**config.mk**
```make
export PLATFORM = sky130hd
export DESIGN_NAME = wb_port_arbiter_flat
export DESIGN_NICKNAME = d
export VERILOG_FILES = /design/src/rtl/wb_port_arbiter_pkg.sv /design/src/rtl/wb_port_arbiter_if.sv /design/src/rtl/wb_result_fifo.sv /design/src/rtl/wb_port_arbiter.sv /design/src/flat_wrapper.sv
export SDC_FILE = /design/constraint.sdc
export NUM_CORES = 1
export LEC_CHECK = 0
export CAP_MARGIN = 0
export CELL_PAD_IN_SITES_DETAIL_PLACEMENT = 1
export CELL_PAD_IN_SITES_GLOBAL_PLACEMENT = 1
export CORE_MARGIN = 3
export CORE_UTILIZATION = 30
export CTS_CLUSTER_DIAMETER = 120
export DETAILED_ROUTE_END_ITERATION = 8
export PLACE_DENSITY_LB_ADDON = 0.1
export RECOVER_POWER = 25
export SLEW_MARGIN = 5
export SYNTH_ARGS = -nofsm -noshare
export SYNTH_HDL_FRONTEND = slang
export SYNTH_HIERARCHICAL = 1
export SYNTH_SLANG_ARGS = --single-unit
```
**constraint.sdc**
```tcl
create_clock -name clk -period 3.05 [get_ports clk]
set_clock_uncertainty 0.2 [all_clocks]
set_input_delay 0.4575 -clock clk [delete_from_list [all_inputs] [get_ports clk]]
set_output_delay 0.4575 -clock clk [all_outputs]
set_load 0.1 [all_outputs]
```
**src/rtl/wb_port_arbiter_pkg.sv**
```systemverilog
// Shared types for the register-file write-port arbiter.
package wb_port_arbiter_pkg;
   typedef logic [4:0] regaddr_t;

   typedef enum logic [1:0] {
      IDLE  = 2'd0,
      WAIT  = 2'd1,
      FORCE = 2'd2
   } wbarb_state_t;

   localparam regaddr_t REG_X0 = 5'd0;

   // Raw state encodings for the arbiter state register
   localparam logic [1:0] ST_IDLE  = 2'd0;
   localparam logic [1:0] ST_WAIT  = 2'd1;
   localparam logic [1:0] ST_FORCE = 2'd2;
endpackage

```
**src/rtl/wb_port_arbiter_if.sv**
```systemverilog
// Bus bundle between write-back mux, long-latency source, hazard unit and register file.
interface wb_port_arbiter_if #(parameter int XLEN = 32);
   import wb_port_arbiter_pkg::*;

   logic            wb_regwrite;
   regaddr_t        wb_rd;
   logic [XLEN-1:0] wb_data;
   logic            stall_o;
   logic            llu_valid;
   regaddr_t        llu_rd;
   logic [XLEN-1:0] llu_data;
   logic            llu_ready;
   regaddr_t        rs1;
   regaddr_t        rs2;
   logic            rs1_pending;
   logic            rs2_pending;
   logic            rf_we;
   regaddr_t        rf_waddr;
   logic [XLEN-1:0] rf_wdata;

   modport slave (
      input  wb_regwrite, wb_rd, wb_data, llu_valid, llu_rd, llu_data, rs1, rs2,
      output stall_o, llu_ready, rs1_pending, rs2_pending, rf_we, rf_waddr, rf_wdata
   );

   modport master (
      output wb_regwrite, wb_rd, wb_data, llu_valid, llu_rd, llu_data, rs1, rs2,
      input  stall_o, llu_ready, rs1_pending, rs2_pending, rf_we, rf_waddr, rf_wdata
   );
endinterface

```
**src/rtl/wb_result_fifo.sv**
```systemverilog
// Pointer-based sync FIFO for long-latency results; exposes per-entry rd/valid for hazard lookup.
module wb_result_fifo
   import wb_port_arbiter_pkg::*;
#(
   parameter int XLEN  = 32,
   parameter int DEPTH = 2
) (
   input  logic                        clk,
   input  logic                        rst,
   input  logic                        push,
   input  regaddr_t                    pushRd,
   input  logic [XLEN-1:0]             pushData,
   input  logic                        pop,
   output regaddr_t                    headRd,
   output logic [XLEN-1:0]             headData,
   output logic [$clog2(DEPTH):0]      count,
   output logic                        empty,
   output logic                        full,
   output regaddr_t [DEPTH-1:0]        entRd,
   output logic [DEPTH-1:0]            entVld
);
   localparam int PW = $clog2(DEPTH);
   localparam int CW = PW + 1;

   logic [PW-1:0]         wrPtr, rdPtr;
   regaddr_t [DEPTH-1:0]  rdMem;
   logic [XLEN-1:0]       dataMem [DEPTH];

   always_ff @(posedge clk) begin
      if (rst) begin
         wrPtr <= '0;
         rdPtr <= '0;
         count <= '0;
      end else begin
         if (push) wrPtr <= wrPtr + PW'(1);
         if (pop)  rdPtr <= rdPtr + PW'(1);
         count <= count + CW'(push) - CW'(pop);
      end
   end

   always_ff @(posedge clk) begin
      if (push) begin
         rdMem[wrPtr]   <= pushRd;
         dataMem[wrPtr] <= pushData;
      end
   end

   assign headRd   = rdMem[rdPtr];
   assign headData = dataMem[rdPtr];
   assign empty    = (count == '0);
   assign full     = (count == CW'(DEPTH));
   assign entRd    = rdMem;

   // An entry is live when its distance from the read pointer is below the occupancy
   for (genvar i = 0; i < DEPTH; i++) begin : gVld
      logic [PW-1:0] offs;
      assign offs      = PW'(i) - rdPtr;
      assign entVld[i] = ({1'b0, offs} < count);
   end
endmodule

```
**src/rtl/wb_port_arbiter.sv**
```systemverilog
// Register-file write-port arbiter: write-back has priority, queued long-latency
// results retire in order, and a starvation counter forces a one-cycle stall.
module wb_port_arbiter
   import wb_port_arbiter_pkg::*;
#(
   parameter int XLEN         = 32,
   parameter int FIFO_DEPTH   = 2,
   parameter int STARVE_LIMIT = 4
) (
   input  logic              clk,
   input  logic              rst,
   wb_port_arbiter_if.slave  bus
);
   localparam int CW = $clog2(FIFO_DEPTH) + 1;

   logic [1:0]                  state, stateNext;
   logic [3:0]                  age;
   logic                        empty, full, push, pop, bypass, starve, forceSt, wbWrite;
   logic [CW-1:0]               count, countNext;
   regaddr_t                    headRd;
   logic [XLEN-1:0]             headData;
   regaddr_t [FIFO_DEPTH-1:0]   entRd;
   logic [FIFO_DEPTH-1:0]       entVld;
   logic                        grantWe;
   regaddr_t                    grantAddr;
   logic [XLEN-1:0]             grantData;
   logic                        rfWe;
   regaddr_t                    rfWaddr;
   logic [XLEN-1:0]             rfWdata;
   logic                        p1, p2;

   wb_result_fifo #(.XLEN(XLEN), .DEPTH(FIFO_DEPTH)) uFifo (
      .clk      (clk),
      .rst      (rst),
      .push     (push),
      .pushRd   (bus.llu_rd),
      .pushData (bus.llu_data),
      .pop      (pop),
      .headRd   (headRd),
      .headData (headData),
      .count    (count),
      .empty    (empty),
      .full     (full),
      .entRd    (entRd),
      .entVld   (entVld)
   );

   assign forceSt = (state == ST_FORCE);
   assign wbWrite = bus.wb_regwrite && (bus.wb_rd != REG_X0);
   // Ready comes from registered occupancy only, so a same-cycle pop frees nothing
   assign push    = bus.llu_valid && !full && (bus.llu_rd != REG_X0);

   always_comb begin
      grantWe   = 1'b0;
      grantAddr = bus.wb_rd;
      grantData = bus.wb_data;
      pop       = 1'b0;
      bypass    = 1'b0;
      if (forceSt) begin
         pop       = 1'b1;
         grantWe   = 1'b1;
         grantAddr = headRd;
         grantData = headData;
      end else if (wbWrite) begin
         grantWe = 1'b1;
         bypass  = !empty;
      end else if (!empty) begin
         pop       = 1'b1;
         grantWe   = 1'b1;
         grantAddr = headRd;
         grantData = headData;
      end
   end

   assign starve    = bypass && ((age + 4'd1) == 4'(STARVE_LIMIT));
   assign countNext = count + CW'(push) - CW'(pop);

   always_comb begin
      if (starve)                stateNext = ST_FORCE;
      else if (countNext != '0)  stateNext = ST_WAIT;
      else                       stateNext = ST_IDLE;
   end

   always_ff @(posedge clk) begin
      if (rst) begin
         state   <= ST_IDLE;
         age     <= '0;
         rfWe    <= 1'b0;
         rfWaddr <= REG_X0;
         rfWdata <= '0;
      end else begin
         state <= stateNext;
         if (pop)         age <= '0;
         else if (bypass) age <= age + 4'd1;
         rfWe <= grantWe;
         if (grantWe) begin
            rfWaddr <= grantAddr;
            rfWdata <= grantData;
         end
      end
   end

   always_comb begin
      p1 = 1'b0;
      p2 = 1'b0;
      for (int i = 0; i < FIFO_DEPTH; i++) begin
         if (entVld[i] && (entRd[i] == bus.rs1)) p1 = 1'b1;
         if (entVld[i] && (entRd[i] == bus.rs2)) p2 = 1'b1;
      end
      if (bus.rs1 == REG_X0) p1 = 1'b0;
      if (bus.rs2 == REG_X0) p2 = 1'b0;
   end

   assign bus.stall_o     = forceSt;
   assign bus.llu_ready   = !full;
   assign bus.rs1_pending = p1;
   assign bus.rs2_pending = p2;
   assign bus.rf_we       = rfWe;
   assign bus.rf_waddr    = rfWaddr;
   assign bus.rf_wdata    = rfWdata;
endmodule

```
**src/flat_wrapper.sv**
```systemverilog
// flat-port wrapper written by rule: the top's interface ports become plain ports
module wb_port_arbiter_flat import wb_port_arbiter_pkg::*;
#(
   parameter int XLEN         = 32,
   parameter int FIFO_DEPTH   = 2,
   parameter int STARVE_LIMIT = 4
)
  (clk, rst, bus_wb_regwrite, bus_wb_rd, bus_wb_data, bus_llu_valid, bus_llu_rd, bus_llu_data, bus_rs1, bus_rs2, bus_stall_o, bus_llu_ready, bus_rs1_pending, bus_rs2_pending, bus_rf_we, bus_rf_waddr, bus_rf_wdata);
  wb_port_arbiter_if #(.XLEN(XLEN)) bus_i ();
  input  logic clk;
  input  logic rst;
  input wire logic [$bits(bus_i.wb_regwrite)-1:0] bus_wb_regwrite;
  input wire logic [$bits(bus_i.wb_rd)-1:0] bus_wb_rd;
  input wire logic [$bits(bus_i.wb_data)-1:0] bus_wb_data;
  input wire logic [$bits(bus_i.llu_valid)-1:0] bus_llu_valid;
  input wire logic [$bits(bus_i.llu_rd)-1:0] bus_llu_rd;
  input wire logic [$bits(bus_i.llu_data)-1:0] bus_llu_data;
  input wire logic [$bits(bus_i.rs1)-1:0] bus_rs1;
  input wire logic [$bits(bus_i.rs2)-1:0] bus_rs2;
  output wire logic [$bits(bus_i.stall_o)-1:0] bus_stall_o;
  output wire logic [$bits(bus_i.llu_ready)-1:0] bus_llu_ready;
  output wire logic [$bits(bus_i.rs1_pending)-1:0] bus_rs1_pending;
  output wire logic [$bits(bus_i.rs2_pending)-1:0] bus_rs2_pending;
  output wire logic [$bits(bus_i.rf_we)-1:0] bus_rf_we;
  output wire logic [$bits(bus_i.rf_waddr)-1:0] bus_rf_waddr;
  output wire logic [$bits(bus_i.rf_wdata)-1:0] bus_rf_wdata;
  assign bus_i.wb_regwrite = bus_wb_regwrite;
  assign bus_i.wb_rd = bus_wb_rd;
  assign bus_i.wb_data = bus_wb_data;
  assign bus_i.llu_valid = bus_llu_valid;
  assign bus_i.llu_rd = bus_llu_rd;
  assign bus_i.llu_data = bus_llu_data;
  assign bus_i.rs1 = bus_rs1;
  assign bus_i.rs2 = bus_rs2;
  assign bus_stall_o = bus_i.stall_o;
  assign bus_llu_ready = bus_i.llu_ready;
  assign bus_rs1_pending = bus_i.rs1_pending;
  assign bus_rs2_pending = bus_i.rs2_pending;
  assign bus_rf_we = bus_i.rf_we;
  assign bus_rf_waddr = bus_i.rf_waddr;
  assign bus_rf_wdata = bus_i.rf_wdata;
  wb_port_arbiter #(.XLEN(XLEN), .FIFO_DEPTH(FIFO_DEPTH), .STARVE_LIMIT(STARVE_LIMIT)) u_core (.clk(clk), .rst(rst), .bus(bus_i));
endmodule
```
==> results of run 1 <==
per-stage QoR:
step	instances	power (µW)	utilization, %	hold WS (ns)	worst slack, ns
2_1_floorplan	432	4570	-	0.264	0.0575
3_3_place_gp	776	5250	39.7	0.274	0.105
3_5_place_dp	776	5300	39.7	0.294	0.00539
4_1_cts	808	7270	43.0	0.299	0.284
5_1_grt	810	7510	43.0	0.333	0.149
6_report	810	7150	43.0	0.297	0.316
layer usage:
layer	routed length [µm]	vias to the layer above	track usage, %
met5	41	-	0
met4	187	6	5.10
met3	892	22	5.33
met2	6710	111	24.0
met1	6250	1893	17.7
li1	-	1851	-
how the worst min path moves through the flow:
stage	from	endpoint	cells after the start
2_1_floorplan	u_core/age[3]$_SDFFE_PP0P_	u_core/age[3]$_SDFFE_PP0P_	2
3_3_place_gp	u_core/age[3]$_SDFFE_PP0P_	u_core/age[3]$_SDFFE_PP0P_	2
3_5_place_dp	u_core/age[3]$_SDFFE_PP0P_	u_core/age[3]$_SDFFE_PP0P_	2
4_1_cts	u_core/age[3]$_SDFFE_PP0P_	u_core/age[3]$_SDFFE_PP0P_	2
5_1_grt	u_core/age[3]$_SDFFE_PP0P_	u_core/age[3]$_SDFFE_PP0P_	2
6_report	u_core/age[3]$_SDFFE_PP0P_	u_core/age[3]$_SDFFE_PP0P_	2
logic make-up (layout without fill, tap and decap cells):
kind of cell | after synthesis | after routing
fa+ha+maj | 6 | 6
buf+inv | 40 | 191
compound gates | 78 | 78
xor+xnor | 28 | 28
simple gates | 117 | 117
other cells | 0 | 2
mux | 40 | 40
flops | 123 | 123
worst max-delay path: stages (launching register included):
cell and delay, ns:
sky130_fd_sc_hd__dfxtp_1 0.36, sky130_fd_sc_hd__nor2_1 0.55, sky130_fd_sc_hd__or2_2 0.23, sky130_fd_sc_hd__o311a_4 0.18, sky130_fd_sc_hd__clkinv_2 0.09, sky130_fd_sc_hd__ha_1 0.29, sky130_fd_sc_hd__inv_1 0.04, sky130_fd_sc_hd__ha_1 0.18
sky130_fd_sc_hd__xnor2_1 0.13, sky130_fd_sc_hd__xnor2_1 0.13, sky130_fd_sc_hd__o221a_2 0.24
state kept, by name, indices dropped and copies added, names as in the netlist, named ones only:
signal                cells
u_core/state              2
u_core/age                4
u_core/uFifo/dataMem     64
u_core/uFifo/entRd       10
u_core/uFifo/rdPtr        1
u_core/bus.rf_wdata      32
u_core/bus.rf_we          1
u_core/uFifo/count        2
u_core/uFifo/wrPtr        1
u_core/bus.rf_waddr       5
placed cells by master (no fill, tap or decap), types with 13 or more instances in the layout:
master,instances
sky130_fd_sc_hd__clkbuf_16,17
sky130_fd_sc_hd__dfxtp_1,48
sky130_fd_sc_hd__nand2_1,58
sky130_fd_sc_hd__nor2_1,27
sky130_fd_sc_hd__o21ai_0,22
sky130_fd_sc_hd__inv_1,14
sky130_fd_sc_hd__a31oi_1,13
sky130_fd_sc_hd__clkdlybuf4s50_1,56
sky130_fd_sc_hd__dlygate4sd3_1,30
sky130_fd_sc_hd__mux2_4,30
sky130_fd_sc_hd__a311oi_2,15
sky130_fd_sc_hd__xor2_1,18
sky130_fd_sc_hd__edfxtp_1,74
sky130_fd_sc_hd__buf_4,52
where the power goes:
group          internal (µW)  switching, µW
registers               2140            233
clock network           1220            712
logic                    923           1930
total                   4280           2870
final cells by class:
| class | instances | area [µm²] | share of cell area (%) |
|---|---|---|---|
| inverter | 16 | 61.3 | 0.812 |
| clock inverter | 11 | 120 | 1.59 |
| clock buffer | 21 | 450 | 5.97 |
| sequential | 123 | 3200 | 42.5 |
| antenna | 2 | 5.00 | 0.0663 |
| multi-input combinational | 269 | 2090 | 27.7 |
| tap | 225 | 282 | 3.73 |
| timing repair buffer | 143 | 1340 | 17.7 |
==> metrics.txt, run 1 <==
first-pass GRT wire length=about 22000 µm; Post-DP Area=between 6000 and 7000 µm²; average footprint of a synthesized cell=12.6 µm²; number of post-CTS setup repair buffers=0; DRC violation total after the first TritonRoute iteration=193; number of gates resized after CTS=0; measured slew at the worst slew-check pin=1.11 ns; path class of the lowest-slack min-delay path=register to register; Post-CTS Hold Fix Bufs=0; peak supply drop=a little over 400 µV; antenna violations before repair=5; post-detailed-route via-to-cell ratio=4.79; hold violation total from the final report=0; post-synth cell types=47; post-synthesis net count=526; Horiz. Die Dim=~140 µm; maximum number of pins on one net before global-route repair=37; post-route antenna net violation count=0; half-perimeter wire length after detailed placement=about 9900 µm; gp weighted congestion=between 0.7 and 0.8; dominant combinational cell family by area after synthesis=compound AO/OA/AOI/OAI gates; drt drc=0; # setup viols final=0; worst endpoint required time=between 3 and 4 ns; reg2reg start=u_core/uFifo/count[1]$_SDFF_PP0_; via count of the first global-routing pass=roughly 4200; boundary pin count=130; worst reg-to-reg setup slack=0.32 ns; critical path fanouts, max=8; number of storage elements in the synthesis netlist=between 100 and 150; Crit Reg-Reg Endpoint=u_core/state[0]$_SDFF_PP0_; fraction of registers with async set or reset after synthesis=0%; Crit. Startpoint=u_core/uFifo/count[1]$_SDFF_PP0_; main flop type after synthesis=sky130_fd_sc_hd__edfxtp_1; Die H=approximately 140 µm; Total Die Area=about 20000 µm²; result of the run=completed; routed len/inst=roughly 17 µm; Compound-Gate Fraction of Synth Area=about an eighth; capturing instance or port of the critical path=u_core/state[0]$_SDFF_PP0_; proportion of layout cells with a drive suffix above 1=25.6%; main area contributors after synthesis=sky130_fd_sc_hd__edfxtp_1, sky130_fd_sc_hd__dfxtp_1, sky130_fd_sc_hd__mux2_4; sequential cell area fraction in the yosys report=58.6%; area delta synth->final=38.2%; nature of the critical path endpoint=register; worst setup path class=register to register; maximum operating frequency=roughly 370 MHz; clock tree from TritonCTS=done; Total Wirelength=about 14000 µm; most frequent cell after synthesis=sky130_fd_sc_hd__edfxtp_1; post-synthesis xor/xnor area fraction=between 4 and 5%; maxcap violations=0; total routing usage reported by global routing=between 10 and 15%; overflow left after global routing=0; number of buffers created by CTS=17; Starting Density=between 30% and 40%; Std-Cell Core Area=around 18000 µm²; TritonCTS sink count=~120; leakage dissipation=around 0.0029 µW; # rows=48; Final period util=between 80% and 90%; Arrival @ worst endpoint=about 2.8 ns; top cell type's share of synthesized area=approximately two fifths; Via Count=between 3000 and 4000; total number of yosys warnings=6; Root Buffer=sky130_fd_sc_hd__clkbuf_16; EDFF count, synth=74; Commonest cells post-synth=sky130_fd_sc_hd__edfxtp_1, sky130_fd_sc_hd__nand2_1, sky130_fd_sc_hd__dfxtp_1; Pre-Repair DR Iteration Count=4; minimum clock period=about 2.7 ns; post-synth top area cell=sky130_fd_sc_hd__edfxtp_1; Gate Count Post-Synth=approximately 430; worst slew margin relative to its limit=between 20% and 30%; post-synthesis mux area share=between 10 and 15%; cell depth of the worst flop-to-flop path=10; aggregate negative setup slack=0 ns; number of buffers between clock root and the deepest sink=2; Slew Viols, Final=0; clock latency at the later pin of the worst-skew pair=between 0.4 and 0.5 ns; unrepaired setup endpoints after global routing=false; Buffers on Ports=~130; deepest level of the CTS H-tree=4; Fillers=1850; area share of fa/ha/maj cells after synthesis=under 10%; design area=approximately 7500 µm²; Power per Cell Area=948 nW/µm²; type of origin of the critical path=register; post-synth design cell area=around 5500 µm²; post-CTS clock slew at the launch and capture registers of the worst setup and hold paths=about 0.050 ns; Simple-Gate Fraction of Synth Area=a little under a tenth; number of nets in the layout=roughly 660
(Power assumes the default switching activity.)
==> run 2, diff against run 1 <==
- CORE_UTILIZATION: 30 -> 36
- SETUP_SLACK_MARGIN: not set -> 0.15
==> run 2 against run 1 <==
  * Register-to-register slack improved by 0.26 ns
  * First-iteration DRC count fell by 19%
  * Fmax up 4.6%
  * Total power rose by 1.7%
  * Clock power up 6%
  * Count of clock-buffer cells in the layout up 3
  * Non-clock buffer count shrank 1
  * Via count shrank 0.49%
  * Die area is 16% lower
==> metrics.txt, run 2 (synthesis gave the netlist of run 1 again) <==
type of origin of the critical path=primary input (was register); maximum number of pins on one net before global-route repair=67 (was 37); most common cell after layout, fill and taps aside=sky130_fd_sc_hd__edfxtp_1 (unchanged); result of the run=completed (unchanged); boundary pin count=130 (unchanged); DRC violation total after the first TritonRoute iteration=156 (was 193); worst setup path class=primary input to output port (was register to register); number of nets in the layout=663 (was 664); Root Buffer=sky130_fd_sc_hd__clkbuf_16 (unchanged); Total Wirelength=13900 µm (was 14100 µm); half-perimeter wire length after detailed placement=9520 µm (was 9940 µm); Fillers=1511 (was 1850); maximum operating frequency=383 MHz (was 366 MHz); combinational share of power=39.2% (was 39.9%); critical path fanouts, max=3 (was 8); leakage dissipation=0.00292 µW (was 0.00289 µW); worst endpoint required time=2.39 ns (was 3.15 ns); net switching power figure=2850 µW (was 2870 µW); via count of the first global-routing pass=4080 (was 4182); proportion of layout cells with a drive suffix above 1=25.4% (was 25.6%); hold violation total from the final report=0 (unchanged); aggregate negative setup slack=0 ns (unchanged); path class of the lowest-slack min-delay path=register to register (unchanged); portion of total power attributed to sequential cells=32.6% (was 33.2%); Final period util=85.7% (was 89.7%); number of gates resized after CTS=0 (unchanged); Std-Cell Core Area=14700 µm² (was 17500 µm²); Critical-path top delay cell=sky130_fd_sc_hd__clkdlybuf4s50_1 (was sky130_fd_sc_hd__nor2_1); crit path buf inv count=2 (unchanged); nature of the critical path endpoint=output port (was register); overflow left after global routing=0 (unchanged); drt drc=0 (unchanged); deepest level of the CTS H-tree=4 (unchanged); minimum clock period=2.61 ns (was 2.73 ns); worst slew margin relative to its limit=27.6% (was 25.9%); # rows=44 (was 48); peak supply drop=376 µV (was 412 µV); cell depth of the worst flop-to-flop path=5 (was 10); unrepaired setup endpoints after global routing=false (unchanged); number of buffers created by CTS=17 (unchanged); Clock Power Share=28.1% (was 27.0%); Layout Utilization=51.1% (was 43.0%); crit path cell chain=clkdlybuf4s50_1 -> xor2_1 -> nor4_1 -> nand3_1 -> a21oi_2 -> buf_12 (was nor2_1 -> or2_2 -> o311a_4 -> clkinv_2 -> ha_1 -> inv_1 -> ha_1 -> xnor2_1 -> xnor2_1 -> o221a_2); cell depth of the worst hold path=2 (unchanged); post-detailed-route via-to-cell ratio=5.04 (was 4.79); Slew Viols, Final=0 (unchanged); maxcap violations=0 (unchanged); clock latency at the later pin of the worst-skew pair=0.41 ns (about the same); post-route antenna net violation count=0 (unchanged); fraction of power spent switching nets=39.2% (was 40.2%); gp weighted congestion=0.766 (was 0.795); area delta synth->final=37.7% (was 38.2%); first-pass GRT wire length=21700 µm (was 22300 µm); Post-CTS Hold Fix Bufs=0 (unchanged); Internal=4420 µW (was 4280 µW); Buffers on Ports=129 (unchanged); most frequent cells in the layout=sky130_fd_sc_hd__edfxtp_1, sky130_fd_sc_hd__nand2_1, sky130_fd_sc_hd__clkdlybuf4s50_1, sky130_fd_sc_hd__buf_4, sky130_fd_sc_hd__dfxtp_1 (unchanged); Via Count=3864 (was 3883); Die H=129 µm (was 141 µm); Starting Density=37.2% (was 31.1%); # setup viols final=0 (unchanged); number of post-CTS setup repair buffers=0 (unchanged); clock tree from TritonCTS=done (unchanged); flip-flop count of the largest register, all copies and words added=64 (unchanged); crit-path max cell delay=0.47 ns (was 0.55 ns); Horiz. Die Dim=129 µm (was 141 µm); TritonCTS sink count=123 (unchanged); total routing usage reported by global routing=17.0% (was 14.6%); Total Die Area=16700 µm² (was 19900 µm²); Pre-Repair DR Iteration Count=4 (unchanged); measured slew at the worst slew-check pin=1.08 ns (was 1.11 ns); Reg with most FFs=u_core/uFifo/dataMem (unchanged); routed len/inst=18.1 µm (was 17.4 µm); number of buffers between clock root and the deepest sink=2 (unchanged); count of inserted antenna diode cells=0 (was 2); Power per Cell Area=968 nW/µm² (was 948 nW/µm²); Arrival @ worst endpoint=1.96 ns (was 2.83 ns); post-CTS clock slew at the launch and capture registers of the worst setup and hold paths=0.05 ns (about the same); antenna violations before repair=2 (was 5); cell count along the critical path=6 (was 10); dominant delay contributor by cell family on the critical path=buffers and inverters (was simple AND/OR/NAND/NOR gates)
-- run 2: cell types whose count changed in the layout (fill, tap and decap cells not counted), sizes merged --
| cell | change |
|---|---|
| clkbuf | +3 |
| clkinvlp | -3 |
| diode | -2 |
| buf | -1 |
| bufinv | +1 |
| inv | -1 |
-- run 2: power groups by stage --
stage	sequential, µW	combinational, µW	clock, µW
after floorplan	3390	1180	0
after global placement	2390	2850	0
after detailed placement	2410	2880	0
after CTS	2380	2900	2090
after global routing	2420	3010	2170
final	2370	2860	2050
-- run 2: tightest hold or removal path, stage by stage, from the launching register on --
cell and delay [ns]:
sky130_fd_sc_hd__dfxtp_1 0.31, sky130_fd_sc_hd__nor2_1 0.10, sky130_fd_sc_hd__a311oi_1 0.05
-- run 2: final cells by class --
class,count,area [µm²],share of cell area [%]
clock buffers,24,492,6.54
flip-flops and latches,123,3200,42.6
clock inverters,8,115,1.53
repair buffers,142,1330,17.7
well taps,184,230,3.06
multi-input cells,269,2090,27.8
inverters,16,61.3,0.815
-- run 2: per-layer routing --
metal,up-vias,share of wire (%),global-route usage [%]
met5,-,0.19,0
met4,4,1.8,6.49
met3,22,5.0,5.03
met2,88,49,28.6
met1,1904,44,20.7
li1,1846,-,-
-- run 2: worst paths after layout --
kind | from | to | slack, ns
max | bus_rs2[2] | bus_rs2_pending | 0.44
min | u_core/bus.rf_wdata[25]$_SDFFE_PP0P_ | u_core/bus.rf_wdata[25]$_SDFFE_PP0P_ | 0.30
max reg2reg | u_core/uFifo/count[1]$_SDFF_PP0_ | u_core/uFifo/dataMem[0][0]$_DFFE_PP_ | 0.58
min reg2reg | u_core/bus.rf_wdata[25]$_SDFFE_PP0P_ | u_core/bus.rf_wdata[25]$_SDFFE_PP0P_ | 0.30
-- run 2: through the flow --
stage / instance area [µm²] / cells / worst slack, ns / power [µW] / hold WS (ns)
finish: 7520 / 766 / 0.436 / 7280 / 0.303
global route: 7520 / 766 / 0.326 / 7600 / 0.342
CTS: 7520 / 766 / 0.441 / 7370 / 0.308
detailed placement: 6910 / 734 / 0.0440 / 5290 / 0.301
global placement: 6910 / 734 / 0.105 / 5240 / 0.280
floorplan: 5480 / 432 / 0.357 / 4570 / 0.264
==> run 3, diff against run 2 <==
- CTS_CLUSTER_SIZE: not set -> 20
==> results of run 3 <==
Final layout, timing and power as in run 2 (identical DEF).
